<file path="src/rtl/hbm_pkg.sv">
// Shared types and AXI constants for the HBM write port.
package hbm_pkg;

  typedef enum logic [2:0] {
    IDLE,
    SEND_AW,
    WRITE,
    WAIT_B,
    DONE
  } hbm_state_e;

  localparam logic [2:0] AXI_SIZE_32B      = 3'b101;
  localparam logic [1:0] AXI_BURST_INCR    = 2'b01;
  localparam logic [1:0] AXI_RESP_OKAY     = 2'b00;
  localparam logic [3:0] AXI_CACHE_DEFAULT = 4'b0011;

endpackage

</file>
<file path="src/rtl/hbm_wr_port_if.sv">
// AXI4 bundle between the HBM write port (master) and one HBM pseudo-channel (slave).
interface hbm_wr_port_if #(
  parameter int unsigned ID_WIDTH   = 20,
  parameter int unsigned ADDR_WIDTH = 34,
  parameter int unsigned DATA_WIDTH = 256
);
  logic [ID_WIDTH-1:0]     awid;
  logic [ADDR_WIDTH-1:0]   awaddr;
  logic [7:0]              awlen;
  logic [2:0]              awsize;
  logic [1:0]              awburst;
  logic                    awlock;
  logic [3:0]              awcache;
  logic [2:0]              awprot;
  logic [3:0]              awqos;
  logic                    awvalid;
  logic                    awready;
  logic [DATA_WIDTH-1:0]   wdata;
  logic [DATA_WIDTH/8-1:0] wstrb;
  logic                    wlast;
  logic                    wvalid;
  logic                    wready;
  logic [ID_WIDTH-1:0]     bid;
  logic [1:0]              bresp;
  logic                    bvalid;
  logic                    bready;
  logic [ID_WIDTH-1:0]     arid;
  logic [ADDR_WIDTH-1:0]   araddr;
  logic [7:0]              arlen;
  logic [2:0]              arsize;
  logic [1:0]              arburst;
  logic                    arlock;
  logic [3:0]              arcache;
  logic [2:0]              arprot;
  logic [3:0]              arqos;
  logic                    arvalid;
  logic                    arready;
  logic [ID_WIDTH-1:0]     rid;
  logic [DATA_WIDTH-1:0]   rdata;
  logic [1:0]              rresp;
  logic                    rlast;
  logic                    rvalid;
  logic                    rready;

  modport master (
    output awid, awaddr, awlen, awsize, awburst, awlock, awcache, awprot, awqos, awvalid,
    input  awready,
    output wdata, wstrb, wlast, wvalid,
    input  wready,
    input  bid, bresp, bvalid,
    output bready,
    output arid, araddr, arlen, arsize, arburst, arlock, arcache, arprot, arqos, arvalid,
    input  arready,
    input  rid, rdata, rresp, rlast, rvalid,
    output rready
  );

  modport slave (
    input  awid, awaddr, awlen, awsize, awburst, awlock, awcache, awprot, awqos, awvalid,
    output awready,
    input  wdata, wstrb, wlast, wvalid,
    output wready,
    output bid, bresp, bvalid,
    input  bready,
    input  arid, araddr, arlen, arsize, arburst, arlock, arcache, arprot, arqos, arvalid,
    output arready,
    output rid, rdata, rresp, rlast, rvalid,
    input  rready
  );
endinterface

</file>
<file path="src/rtl/hbm_skid_buf.sv">
// Two-entry registered valid/ready buffer; in_ready_o comes straight from the fill count,
// so neither in_valid_i nor out_ready_i reaches it combinationally.
module hbm_skid_buf #(
  parameter int unsigned DATA_WIDTH = 256
) (
  input  logic                  clk,
  input  logic                  nrst,
  input  logic [DATA_WIDTH-1:0] in_data_i,
  input  logic                  in_valid_i,
  output logic                  in_ready_o,
  output logic [DATA_WIDTH-1:0] out_data_o,
  output logic                  out_valid_o,
  input  logic                  out_ready_i
);
  logic [DATA_WIDTH-1:0] mem_q [2];
  logic                  wr_ptr_q, rd_ptr_q;
  logic [1:0]            cnt_q, cnt_d;
  logic                  push, pop;

  // Handshakes and fill-count update
  always_comb begin
    in_ready_o  = (cnt_q != 2'd2);
    out_valid_o = (cnt_q != 2'd0);
    out_data_o  = mem_q[rd_ptr_q];
    push        = in_valid_i && in_ready_o;
    pop         = out_valid_o && out_ready_i;
    cnt_d       = cnt_q;
    if (push && !pop) cnt_d = cnt_q + 2'd1;
    else if (!push && pop) cnt_d = cnt_q - 2'd1;
  end

  // Pointers and count
  always_ff @(posedge clk or negedge nrst) begin
    if (!nrst) begin
      wr_ptr_q <= 1'b0;
      rd_ptr_q <= 1'b0;
      cnt_q    <= 2'd0;
    end else begin
      if (push) wr_ptr_q <= ~wr_ptr_q;
      if (pop)  rd_ptr_q <= ~rd_ptr_q;
      cnt_q <= cnt_d;
    end
  end

  // Storage needs no reset: an entry is only read once the count says it was written
  always_ff @(posedge clk) begin
    if (push) mem_q[wr_ptr_q] <= in_data_i;
  end
endmodule

</file>
<file path="src/rtl/hbm_wr_port.sv">
// AXI4 write master streaming a contiguous region into one HBM pseudo-channel, one burst
// outstanding at a time. Optional HBM_WR_ERR_CHECK_EN adds a sticky bad-response flag.
module hbm_wr_port
  import hbm_pkg::*;
#(
  parameter int unsigned BURST_LEN  = 256,
  parameter int unsigned ID_WIDTH   = 20,
  parameter int unsigned ADDR_WIDTH = 34,
  parameter int unsigned DATA_WIDTH = 256
) (
  input  logic                  clk,
  input  logic                  nrst,
  input  logic                  start,
  output logic                  done,
  input  logic [ADDR_WIDTH-1:0] start_addr,
  input  logic [ADDR_WIDTH-1:0] end_addr,
  input  logic [DATA_WIDTH-1:0] in_data,
  input  logic                  in_valid,
  output logic                  in_ready,
  output logic                  wr_err,
  hbm_wr_port_if.master         m_axi
);
  localparam int unsigned CntW = (BURST_LEN > 1) ? $clog2(BURST_LEN) : 1;
  localparam logic [CntW-1:0] LastBeat = CntW'(BURST_LEN - 1);
  localparam logic [ADDR_WIDTH:0] BurstBytes = (ADDR_WIDTH + 1)'(BURST_LEN * DATA_WIDTH / 8);

  hbm_state_e            state_q, state_d;
  logic [ADDR_WIDTH-1:0] curr_addr_q, curr_addr_d;
  logic [ADDR_WIDTH-1:0] awaddr_q, awaddr_d;
  logic                  awvalid_q, awvalid_d;
  logic [CntW-1:0]       beat_cnt_q, beat_cnt_d;

  logic                  in_window, wvalid, wlast, bready;
  logic                  skid_in_ready, skid_valid;
  logic [DATA_WIDTH-1:0] skid_data;
  logic                  aw_hs, w_hs, beat_last, addr_done;
  logic [ADDR_WIDTH:0]   next_addr;

  hbm_skid_buf #(
    .DATA_WIDTH (DATA_WIDTH)
  ) u_skid (
    .clk         (clk),
    .nrst        (nrst),
    .in_data_i   (in_data),
    .in_valid_i  (in_valid && in_window),
    .in_ready_o  (skid_in_ready),
    .out_data_o  (skid_data),
    .out_valid_o (skid_valid),
    .out_ready_i (wvalid && m_axi.wready)
  );

  assign aw_hs     = awvalid_q && m_axi.awready;
  assign w_hs      = wvalid && m_axi.wready;
  assign beat_last = (beat_cnt_q == LastBeat);
  // One extra bit so an address wrap still counts as covering end_addr
  assign next_addr = {1'b0, curr_addr_q} + BurstBytes;
  assign addr_done = (next_addr >= {1'b0, end_addr});

  // State register
  always_ff @(posedge clk or negedge nrst) begin
    if (!nrst) state_q <= IDLE;
    else       state_q <= state_d;
  end

  // Next-state logic
  always_comb begin
    state_d = state_q;
    unique case (state_q)
      IDLE:    if (start) state_d = SEND_AW;
      SEND_AW: if (aw_hs) state_d = WRITE;
      WRITE:   if (w_hs && beat_last) state_d = WAIT_B;
      WAIT_B:  if (m_axi.bvalid) state_d = addr_done ? DONE : SEND_AW;
      DONE:    if (!start) state_d = IDLE;
      default: state_d = IDLE;
    endcase
  end

  // Outputs decoded from the registered state
  always_comb begin
    done      = (state_q == DONE);
    bready    = (state_q == WAIT_B);
    in_window = (state_q == SEND_AW) || (state_q == WRITE) || (state_q == WAIT_B);
    wvalid    = (state_q == WRITE) && skid_valid;
    wlast     = (state_q == WRITE) && beat_last;
  end

  // Datapath next-state: address, AW request and beat counter
  always_comb begin
    curr_addr_d = curr_addr_q;
    awaddr_d    = awaddr_q;
    awvalid_d   = awvalid_q;
    beat_cnt_d  = beat_cnt_q;
    if (state_q == IDLE && start) begin
      curr_addr_d = start_addr;
      awaddr_d    = start_addr;
      awvalid_d   = 1'b1;
      beat_cnt_d  = '0;
    end
    if (aw_hs) awvalid_d = 1'b0;
    if (w_hs) beat_cnt_d = beat_last ? '0 : beat_cnt_q + CntW'(1);
    if (state_q == WAIT_B && m_axi.bvalid && !addr_done) begin
      curr_addr_d = next_addr[ADDR_WIDTH-1:0];
      awaddr_d    = next_addr[ADDR_WIDTH-1:0];
      awvalid_d   = 1'b1;
    end
  end

  // Datapath registers
  always_ff @(posedge clk or negedge nrst) begin
    if (!nrst) begin
      curr_addr_q <= '0;
      awaddr_q    <= '0;
      awvalid_q   <= 1'b0;
      beat_cnt_q  <= '0;
    end else begin
      curr_addr_q <= curr_addr_d;
      awaddr_q    <= awaddr_d;
      awvalid_q   <= awvalid_d;
      beat_cnt_q  <= beat_cnt_d;
    end
  end

`ifdef HBM_WR_ERR_CHECK_EN
  logic wr_err_q, wr_err_d;

  // Sticky error: cleared by an accepted start, set by any non-OKAY response
  always_comb begin
    wr_err_d = wr_err_q;
    if (state_q == IDLE && start) wr_err_d = 1'b0;
    else if (m_axi.bvalid && bready && m_axi.bresp != AXI_RESP_OKAY) wr_err_d = 1'b1;
  end

  // Error flag register
  always_ff @(posedge clk or negedge nrst) begin
    if (!nrst) wr_err_q <= 1'b0;
    else       wr_err_q <= wr_err_d;
  end

  assign wr_err = wr_err_q;
  logic unused_b;
  assign unused_b = ^m_axi.bid;
`else
  assign wr_err = 1'b0;
  logic unused_b;
  assign unused_b = ^{m_axi.bid, m_axi.bresp};
`endif

  logic unused_r;
  assign unused_r = ^{m_axi.arready, m_axi.rid, m_axi.rdata, m_axi.rresp, m_axi.rlast,
                      m_axi.rvalid};

  assign in_ready = skid_in_ready && in_window;

  assign m_axi.awid    = '0;
  assign m_axi.awaddr  = awaddr_q;
  assign m_axi.awlen   = 8'(BURST_LEN - 1);
  assign m_axi.awsize  = AXI_SIZE_32B;
  assign m_axi.awburst = AXI_BURST_INCR;
  assign m_axi.awlock  = 1'b0;
  assign m_axi.awcache = AXI_CACHE_DEFAULT;
  assign m_axi.awprot  = 3'b000;
  assign m_axi.awqos   = 4'b0000;
  assign m_axi.awvalid = awvalid_q;
  assign m_axi.wdata   = skid_data;
  assign m_axi.wstrb   = '1;
  assign m_axi.wlast   = wlast;
  assign m_axi.wvalid  = wvalid;
  assign m_axi.bready  = bready;

  assign m_axi.arid    = '0;
  assign m_axi.araddr  = '0;
  assign m_axi.arlen   = '0;
  assign m_axi.arsize  = '0;
  assign m_axi.arburst = '0;
  assign m_axi.arlock  = 1'b0;
  assign m_axi.arcache = '0;
  assign m_axi.arprot  = '0;
  assign m_axi.arqos   = '0;
  assign m_axi.arvalid = 1'b0;
  assign m_axi.rready  = 1'b1;
endmodule

</file>
<file path="src/flat_wrapper.sv">
// flat-port wrapper written by rule: the top's interface ports become plain ports
module hbm_wr_port_flat import hbm_pkg::*;
#(
  parameter int unsigned BURST_LEN  = 256,
  parameter int unsigned ID_WIDTH   = 20,
  parameter int unsigned ADDR_WIDTH = 34,
  parameter int unsigned DATA_WIDTH = 256
)
  (clk, nrst, start, done, start_addr, end_addr, in_data, in_valid, in_ready, wr_err, m_axi_awid, m_axi_awaddr, m_axi_awlen, m_axi_awsize, m_axi_awburst, m_axi_awlock, m_axi_awcache, m_axi_awprot, m_axi_awqos, m_axi_awvalid, m_axi_awready, m_axi_wdata, m_axi_wstrb, m_axi_wlast, m_axi_wvalid, m_axi_wready, m_axi_bid, m_axi_bresp, m_axi_bvalid, m_axi_bready, m_axi_arid, m_axi_araddr, m_axi_arlen, m_axi_arsize, m_axi_arburst, m_axi_arlock, m_axi_arcache, m_axi_arprot, m_axi_arqos, m_axi_arvalid, m_axi_arready, m_axi_rid, m_axi_rdata, m_axi_rresp, m_axi_rlast, m_axi_rvalid, m_axi_rready);
  hbm_wr_port_if #(.ID_WIDTH(ID_WIDTH), .ADDR_WIDTH(ADDR_WIDTH), .DATA_WIDTH(DATA_WIDTH)) m_axi_i ();
  input  logic clk;
  input  logic nrst;
  input  logic start;
  output logic done;
  input  logic [ADDR_WIDTH-1:0] start_addr;
  input  logic [ADDR_WIDTH-1:0] end_addr;
  input  logic [DATA_WIDTH-1:0] in_data;
  input  logic in_valid;
  output logic in_ready;
  output logic wr_err;
  output wire logic [$bits(m_axi_i.awid)-1:0] m_axi_awid;
  output wire logic [$bits(m_axi_i.awaddr)-1:0] m_axi_awaddr;
  output wire logic [$bits(m_axi_i.awlen)-1:0] m_axi_awlen;
  output wire logic [$bits(m_axi_i.awsize)-1:0] m_axi_awsize;
  output wire logic [$bits(m_axi_i.awburst)-1:0] m_axi_awburst;
  output wire logic [$bits(m_axi_i.awlock)-1:0] m_axi_awlock;
  output wire logic [$bits(m_axi_i.awcache)-1:0] m_axi_awcache;
  output wire logic [$bits(m_axi_i.awprot)-1:0] m_axi_awprot;
  output wire logic [$bits(m_axi_i.awqos)-1:0] m_axi_awqos;
  output wire logic [$bits(m_axi_i.awvalid)-1:0] m_axi_awvalid;
  input wire logic [$bits(m_axi_i.awready)-1:0] m_axi_awready;
  output wire logic [$bits(m_axi_i.wdata)-1:0] m_axi_wdata;
  output wire logic [$bits(m_axi_i.wstrb)-1:0] m_axi_wstrb;
  output wire logic [$bits(m_axi_i.wlast)-1:0] m_axi_wlast;
  output wire logic [$bits(m_axi_i.wvalid)-1:0] m_axi_wvalid;
  input wire logic [$bits(m_axi_i.wready)-1:0] m_axi_wready;
  input wire logic [$bits(m_axi_i.bid)-1:0] m_axi_bid;
  input wire logic [$bits(m_axi_i.bresp)-1:0] m_axi_bresp;
  input wire logic [$bits(m_axi_i.bvalid)-1:0] m_axi_bvalid;
  output wire logic [$bits(m_axi_i.bready)-1:0] m_axi_bready;
  output wire logic [$bits(m_axi_i.arid)-1:0] m_axi_arid;
  output wire logic [$bits(m_axi_i.araddr)-1:0] m_axi_araddr;
  output wire logic [$bits(m_axi_i.arlen)-1:0] m_axi_arlen;
  output wire logic [$bits(m_axi_i.arsize)-1:0] m_axi_arsize;
  output wire logic [$bits(m_axi_i.arburst)-1:0] m_axi_arburst;
  output wire logic [$bits(m_axi_i.arlock)-1:0] m_axi_arlock;
  output wire logic [$bits(m_axi_i.arcache)-1:0] m_axi_arcache;
  output wire logic [$bits(m_axi_i.arprot)-1:0] m_axi_arprot;
  output wire logic [$bits(m_axi_i.arqos)-1:0] m_axi_arqos;
  output wire logic [$bits(m_axi_i.arvalid)-1:0] m_axi_arvalid;
  input wire logic [$bits(m_axi_i.arready)-1:0] m_axi_arready;
  input wire logic [$bits(m_axi_i.rid)-1:0] m_axi_rid;
  input wire logic [$bits(m_axi_i.rdata)-1:0] m_axi_rdata;
  input wire logic [$bits(m_axi_i.rresp)-1:0] m_axi_rresp;
  input wire logic [$bits(m_axi_i.rlast)-1:0] m_axi_rlast;
  input wire logic [$bits(m_axi_i.rvalid)-1:0] m_axi_rvalid;
  output wire logic [$bits(m_axi_i.rready)-1:0] m_axi_rready;
  assign m_axi_awid = m_axi_i.awid;
  assign m_axi_awaddr = m_axi_i.awaddr;
  assign m_axi_awlen = m_axi_i.awlen;
  assign m_axi_awsize = m_axi_i.awsize;
  assign m_axi_awburst = m_axi_i.awburst;
  assign m_axi_awlock = m_axi_i.awlock;
  assign m_axi_awcache = m_axi_i.awcache;
  assign m_axi_awprot = m_axi_i.awprot;
  assign m_axi_awqos = m_axi_i.awqos;
  assign m_axi_awvalid = m_axi_i.awvalid;
  assign m_axi_i.awready = m_axi_awready;
  assign m_axi_wdata = m_axi_i.wdata;
  assign m_axi_wstrb = m_axi_i.wstrb;
  assign m_axi_wlast = m_axi_i.wlast;
  assign m_axi_wvalid = m_axi_i.wvalid;
  assign m_axi_i.wready = m_axi_wready;
  assign m_axi_i.bid = m_axi_bid;
  assign m_axi_i.bresp = m_axi_bresp;
  assign m_axi_i.bvalid = m_axi_bvalid;
  assign m_axi_bready = m_axi_i.bready;
  assign m_axi_arid = m_axi_i.arid;
  assign m_axi_araddr = m_axi_i.araddr;
  assign m_axi_arlen = m_axi_i.arlen;
  assign m_axi_arsize = m_axi_i.arsize;
  assign m_axi_arburst = m_axi_i.arburst;
  assign m_axi_arlock = m_axi_i.arlock;
  assign m_axi_arcache = m_axi_i.arcache;
  assign m_axi_arprot = m_axi_i.arprot;
  assign m_axi_arqos = m_axi_i.arqos;
  assign m_axi_arvalid = m_axi_i.arvalid;
  assign m_axi_i.arready = m_axi_arready;
  assign m_axi_i.rid = m_axi_rid;
  assign m_axi_i.rdata = m_axi_rdata;
  assign m_axi_i.rresp = m_axi_rresp;
  assign m_axi_i.rlast = m_axi_rlast;
  assign m_axi_i.rvalid = m_axi_rvalid;
  assign m_axi_rready = m_axi_i.rready;
  hbm_wr_port #(.BURST_LEN(BURST_LEN), .ID_WIDTH(ID_WIDTH), .ADDR_WIDTH(ADDR_WIDTH), .DATA_WIDTH(DATA_WIDTH)) u_core (.clk(clk), .nrst(nrst), .start(start), .done(done), .start_addr(start_addr), .end_addr(end_addr), .in_data(in_data), .in_valid(in_valid), .in_ready(in_ready), .wr_err(wr_err), .m_axi(m_axi_i));
endmodule
</file>
<file path="config.mk">
export PLATFORM = sky130hd
export DESIGN_NAME = hbm_wr_port_flat
export DESIGN_NICKNAME = d
export VERILOG_FILES = /design/src/rtl/hbm_pkg.sv /design/src/rtl/hbm_wr_port_if.sv /design/src/rtl/hbm_skid_buf.sv /design/src/rtl/hbm_wr_port.sv /design/src/flat_wrapper.sv
export SDC_FILE = /design/constraint.sdc
export NUM_CORES = 1
export LEC_CHECK = 0
export BUFFER_PORTS_ARGS = -buffer_cell sky130_fd_sc_hd__buf_4
export CAP_MARGIN = 40
export CORE_AREA = 2 2 419 421
export DETAILED_ROUTE_END_ITERATION = 7
export DIE_AREA = 0 0 421 423
export PLACE_DENSITY_LB_ADDON = 0.05
export SYNTH_ARGS = -nofsm -noshare
export SYNTH_HDL_FRONTEND = slang
export SYNTH_SLANG_ARGS = --single-unit
</file>
<file path="constraint.sdc">
create_clock -name clk -period 14.65 [get_ports clk]
set_input_delay 2.1975 -clock clk [delete_from_list [all_inputs] [get_ports clk]]
set_output_delay 2.1975 -clock clk [all_outputs]
set_load 0.05 [all_outputs]
</file>
==> run_summary.xml <==
<?xml version="1.0" encoding="UTF-8"?>
<metrics>
  <group name="layout">
    <metric name="utilization" unit="">0.191</metric>
    <metric name="ff_latch_area" unit="mm²">0.0166</metric>
    <metric name="final_area" unit="mm²">0.0330</metric>
    <metric name="fraction_of_final_layout_cells_sized_beyond_drive_strength_1" unit="">0.478</metric>
    <metric name="n_fill_cell" unit="">18800</metric>
    <metric name="area_taken_by_multi_input_logic_gates" unit="mm²">0.00570</metric>
    <metric name="finalNetCount" unit="">2755</metric>
    <metric name="area_delta_synth_final" unit="%">41.7</metric>
  </group>
  <group name="flow_run">
    <metric name="maxCapViolCount" unit="">0</metric>
  </group>
  <group name="synth">
    <metric name="synthesis.area_per_instance" unit="µm²">16.6</metric>
    <metric name="netlist_instances" unit="">1408</metric>
    <metric name="synth-adder-area-share" unit="">0.0199</metric>
    <metric name="synth_enable_flop_cells" unit="">512</metric>
    <metric name="yosys.area_share.xor_xnor" unit="">0.00977</metric>
    <metric name="yosysMostFrequentCell" unit="">sky130_fd_sc_hd__edfxtp_1</metric>
    <metric name="yosysSeqAreaShare" unit="">0.713</metric>
    <metric name="share_of_synthesized_registers_carrying_an_async_set_or_reset" unit="">0.0890</metric>
    <metric name="synth_cell_type_count" unit="">52</metric>
    <metric name="synth_top_area_share" unit="">0.660</metric>
    <metric name="synth-main-ff-cell" unit="">sky130_fd_sc_hd__edfxtp_1</metric>
    <metric name="synth-compound-area-share" unit="">0.0214</metric>
    <metric name="ys_top_cells_by_count" unit="">sky130_fd_sc_hd__edfxtp_1 (512), sky130_fd_sc_hd__mux2_2 (257), sky130_fd_sc_hd__buf_4 (160), sky130_fd_sc_hd__nand2_1 (78), sky130_fd_sc_hd__dfrtp_1 (50)</metric>
    <metric name="post_synth_main_area_contributors" unit="">sky130_fd_sc_hd__edfxtp_1 (66%), sky130_fd_sc_hd__mux2_2 (12%), sky130_fd_sc_hd__dfrtp_1 (5.4%)</metric>
    <metric name="yosysWarningCount" unit="">0</metric>
    <metric name="ys_seq_elements" unit="">562</metric>
    <metric name="synth_mux_area_frac" unit="">0.124</metric>
    <metric name="post_synth_and_or_nand_nor_area_fraction" unit="">0.0431</metric>
    <metric name="synth_top_cell_by_area" unit="">sky130_fd_sc_hd__edfxtp_1</metric>
    <metric name="dominant_combinational_cell_family_by_area_after_synthesis" unit="">multiplexers</metric>
    <metric name="synth_area" unit="mm²">0.0233</metric>
  </group>
  <group name="setup_path">
    <metric name="critical_path.reg2reg.startpoint" unit="">u_core.curr_addr_q[13]$_DFFE_PN0P_</metric>
    <metric name="reg2reg_setup_slack" unit="ns">10.06</metric>
    <metric name="worstSetupPathType" unit="">flop to primary output</metric>
    <metric name="critPathCaptureType" unit="">primary output</metric>
    <metric name="critPathLaunch" unit="">u_core.u_skid.rd_ptr_q$_DFFE_PN0P_</metric>
    <metric name="arrival" unit="ns">3.58</metric>
    <metric name="path_max_fanout" unit="">50</metric>
    <metric name="crit_required" unit="ns">12.45</metric>
    <metric name="startpoint_type" unit="">flop</metric>
  </group>
  <group name="floorplanning">
    <metric name="floorplan.die_area" unit="mm²">0.178</metric>
    <metric name="design.portCount" unit="">1089</metric>
    <metric name="initial_core_utilization" unit="">0.135</metric>
    <metric name="core.rowCount" unit="">153</metric>
    <metric name="die_w" unit="µm">421</metric>
    <metric name="fp.dieH" unit="µm">423</metric>
    <metric name="core_area" unit="mm²">0.173</metric>
  </group>
  <group name="drt">
    <metric name="detail_route.wl_per_cell" unit="µm">20.9</metric>
    <metric name="route.antenna.remaining_nets" unit="">0</metric>
    <metric name="drt-initial-drc-count" unit="">588</metric>
    <metric name="via_per_inst" unit="">3.10</metric>
    <metric name="drc" unit="">0</metric>
    <metric name="routed-via-count" unit="">13900</metric>
    <metric name="length_of_the_first_detailed_routing_pass_in_iterations" unit="">4</metric>
    <metric name="route.final.wire_length" unit="mm">93.4</metric>
  </group>
  <group name="timing">
    <metric name="timing.final.hold_violations" unit="">0</metric>
    <metric name="maxClockFrequency" unit="MHz">173</metric>
    <metric name="finClkSkew" unit="ns">0.0253</metric>
    <metric name="finalCriticalPeriod" unit="ns">5.78</metric>
    <metric name="period_share" unit="">0.395</metric>
    <metric name="layout_setup_ws" unit="ns">8.87</metric>
    <metric name="grt_setup_unrepaired" unit="">false</metric>
    <metric name="final_max_slew_viol_count" unit="">0</metric>
    <metric name="timing.max_slew.rel_slack" unit="">0.295</metric>
    <metric name="max_slew.worst_pin.slew" unit="ns">1.06</metric>
    <metric name="setup_viol" unit="">0</metric>
    <metric name="setup_tns" unit="ns">0</metric>
  </group>
  <group name="placed_design">
    <metric name="portBuffers" unit="">626</metric>
    <metric name="placed_wire_length_estimate_after_detailed_placement" unit="mm">69.8</metric>
    <metric name="placed_area" unit="mm²">0.0304</metric>
    <metric name="finalWeightedCongestion" unit="">0.728</metric>
    <metric name="preCtsSetupSlack" unit="ns">8.82</metric>
  </group>
  <group name="global_route">
    <metric name="grt-ovfl-total" unit="">0</metric>
    <metric name="grt_pass1_vias" unit="">14700</metric>
    <metric name="grt_pass1_wl" unit="mm">126</metric>
    <metric name="grt_start_max_net_pins" unit="">127</metric>
    <metric name="groute.usage.overall" unit="">0.102</metric>
    <metric name="antenna_found_initial" unit="">29</metric>
  </group>
  <group name="power">
    <metric name="pwr_density_cell" unit="mW/mm²">240</metric>
    <metric name="vdd_ir_drop_max" unit="µV">81.8</metric>
    <metric name="power.static_leakage" unit="nW">12.5</metric>
  </group>
  <group name="clock_network">
    <metric name="cts_tree" unit="">yes</metric>
    <metric name="post_cts_buffers" unit="">0</metric>
    <metric name="cts_max_level" unit="">3</metric>
    <metric name="cts_num_sinks" unit="">562</metric>
    <metric name="cts_inserted_buffers" unit="">80</metric>
    <metric name="clk_transition_reported_paths" unit="ns">0.06</metric>
    <metric name="cts_resized" unit="">0</metric>
    <metric name="cts_hold_buffers" unit="">0</metric>
    <metric name="cts-root-to-sink-buffers" unit="">3</metric>
    <metric name="clock_insertion_delay_worst_skew" unit="ns">0.67</metric>
    <metric name="clockRootBuffer" unit="">sky130_fd_sc_hd__clkbuf_16</metric>
  </group>
  <group name="min_path">
    <metric name="hold_start" unit="">u_core.beat_cnt_q[4]$_DFFE_PN0P_</metric>
    <metric name="worst_hold_path_type" unit="">flop to flop</metric>
  </group>
  <group name="status">
    <metric name="result_of_the_run" unit="">complete, no violations</metric>
  </group>
</metrics>
[worst paths after layout]
check                                                endpoint  cells past startpoint
setup / recovery                              m_axi_wdata[91]                      6
hold / removal               u_core.beat_cnt_q[4]$_DFFE_PN0P_                      1
setup reg to reg           u_core.curr_addr_q[14]$_DFFE_PN0P_                     15
hold reg to reg              u_core.beat_cnt_q[4]$_DFFE_PN0P_                      1
max in group asynchronous  u_core.u_skid.rd_ptr_q$_DFFE_PN0P_                      1
min in group asynchronous  u_core.curr_addr_q[31]$_DFFE_PN0P_                      1
[placed cells by master (no fill, tap or decap), drive strengths merged, types with 2 or more instances in the layout]
master and instances:
a211oi 4, a21o 4, a21oi 19, a221o 11
a32oi 3, and2 15, and3 10, and4 4
buf 650, bufinv 8, clkbuf 107, clkinv 28
clkinvlp 2, conb 159, dfrtp 50, edfxtp 512
ha 37, inv 46, mux2 257, nand2 78
nand2b 2, nand3 19, nand3b 5, nand4 14
nand4b 7, nor2 33, nor2b 2, nor3 3
o21ai 21, xnor2 15, xor2 11
[power by group]
part           leakage, nW  switching [mW]  total (mW)  internal [mW]
combinational         5.91            2.56        3.61           1.05
sequential            5.35           0.154        2.38           2.23
clock                 1.26           0.779        1.95           1.17
[layer usage]
metal  vias up  GRT usage  wire length (µm)
met5         -          0               184
met4        26     0.0317              2240
met3       142     0.0629             12300
met2       578      0.166             43600
met1      6834      0.110             35100
li1       6310          -                 -
[registers in the layout, indices dropped and copies added (netlist names)]
name	cells
u_core.u_skid.cnt_q	2
u_core.state_q	3
u_core.m_axi.awvalid	1
u_core.beat_cnt_q	8
u_core.u_skid.rd_ptr_q	1
u_core.u_skid.mem_q	512
u_core.u_skid.wr_ptr_q	1
u_core.curr_addr_q	34
[critical path, stage by stage, from the launching register on]
cell and delay [ns]:
sky130_fd_sc_hd__dfrtp_4 0.60, sky130_fd_sc_hd__buf_16 0.29, sky130_fd_sc_hd__buf_4 0.67, sky130_fd_sc_hd__buf_4 0.32, sky130_fd_sc_hd__buf_16 0.30, sky130_fd_sc_hd__mux2_2 0.43, sky130_fd_sc_hd__buf_4 0.21
[final cells by class]
type / count / share of cell area
clock inverter: 42 / 0.0137
tap: 2325 / 0.0881
inverter: 42 / 0.00477
multi-input combinational: 748 / 0.173
antenna: 1 / 0.0000758
timing repair buffer: 650 / 0.153
clock buffer: 107 / 0.0646
sequential: 562 / 0.503
[cells by family (layout without fill, tap and decap cells)]
| kind of cell | count (synthesis) | in the layout |
|---|---|---|
| other cells | 2 | 160 |
| flops | 562 | 562 |
| simple gates | 198 | 198 |
| fa+ha+maj | 37 | 37 |
| mux | 257 | 257 |
| xor+xnor | 26 | 26 |
| compound gates | 71 | 71 |
| buf+inv | 255 | 841 |
[per-stage QoR]
step / total power [mW] / hold slack [ns] / instances
after floorplan: 4.92 / 0.456 / 1565
after global placement: 6.09 / 0.485 / 4319
after detailed placement: 6.14 / 0.483 / 4327
after CTS: 8.18 / 0.492 / 4476
after global routing: 8.37 / 0.526 / 4476
final: 7.94 / 0.493 / 4477
Note: power is estimated with default switching activity, not from simulation.
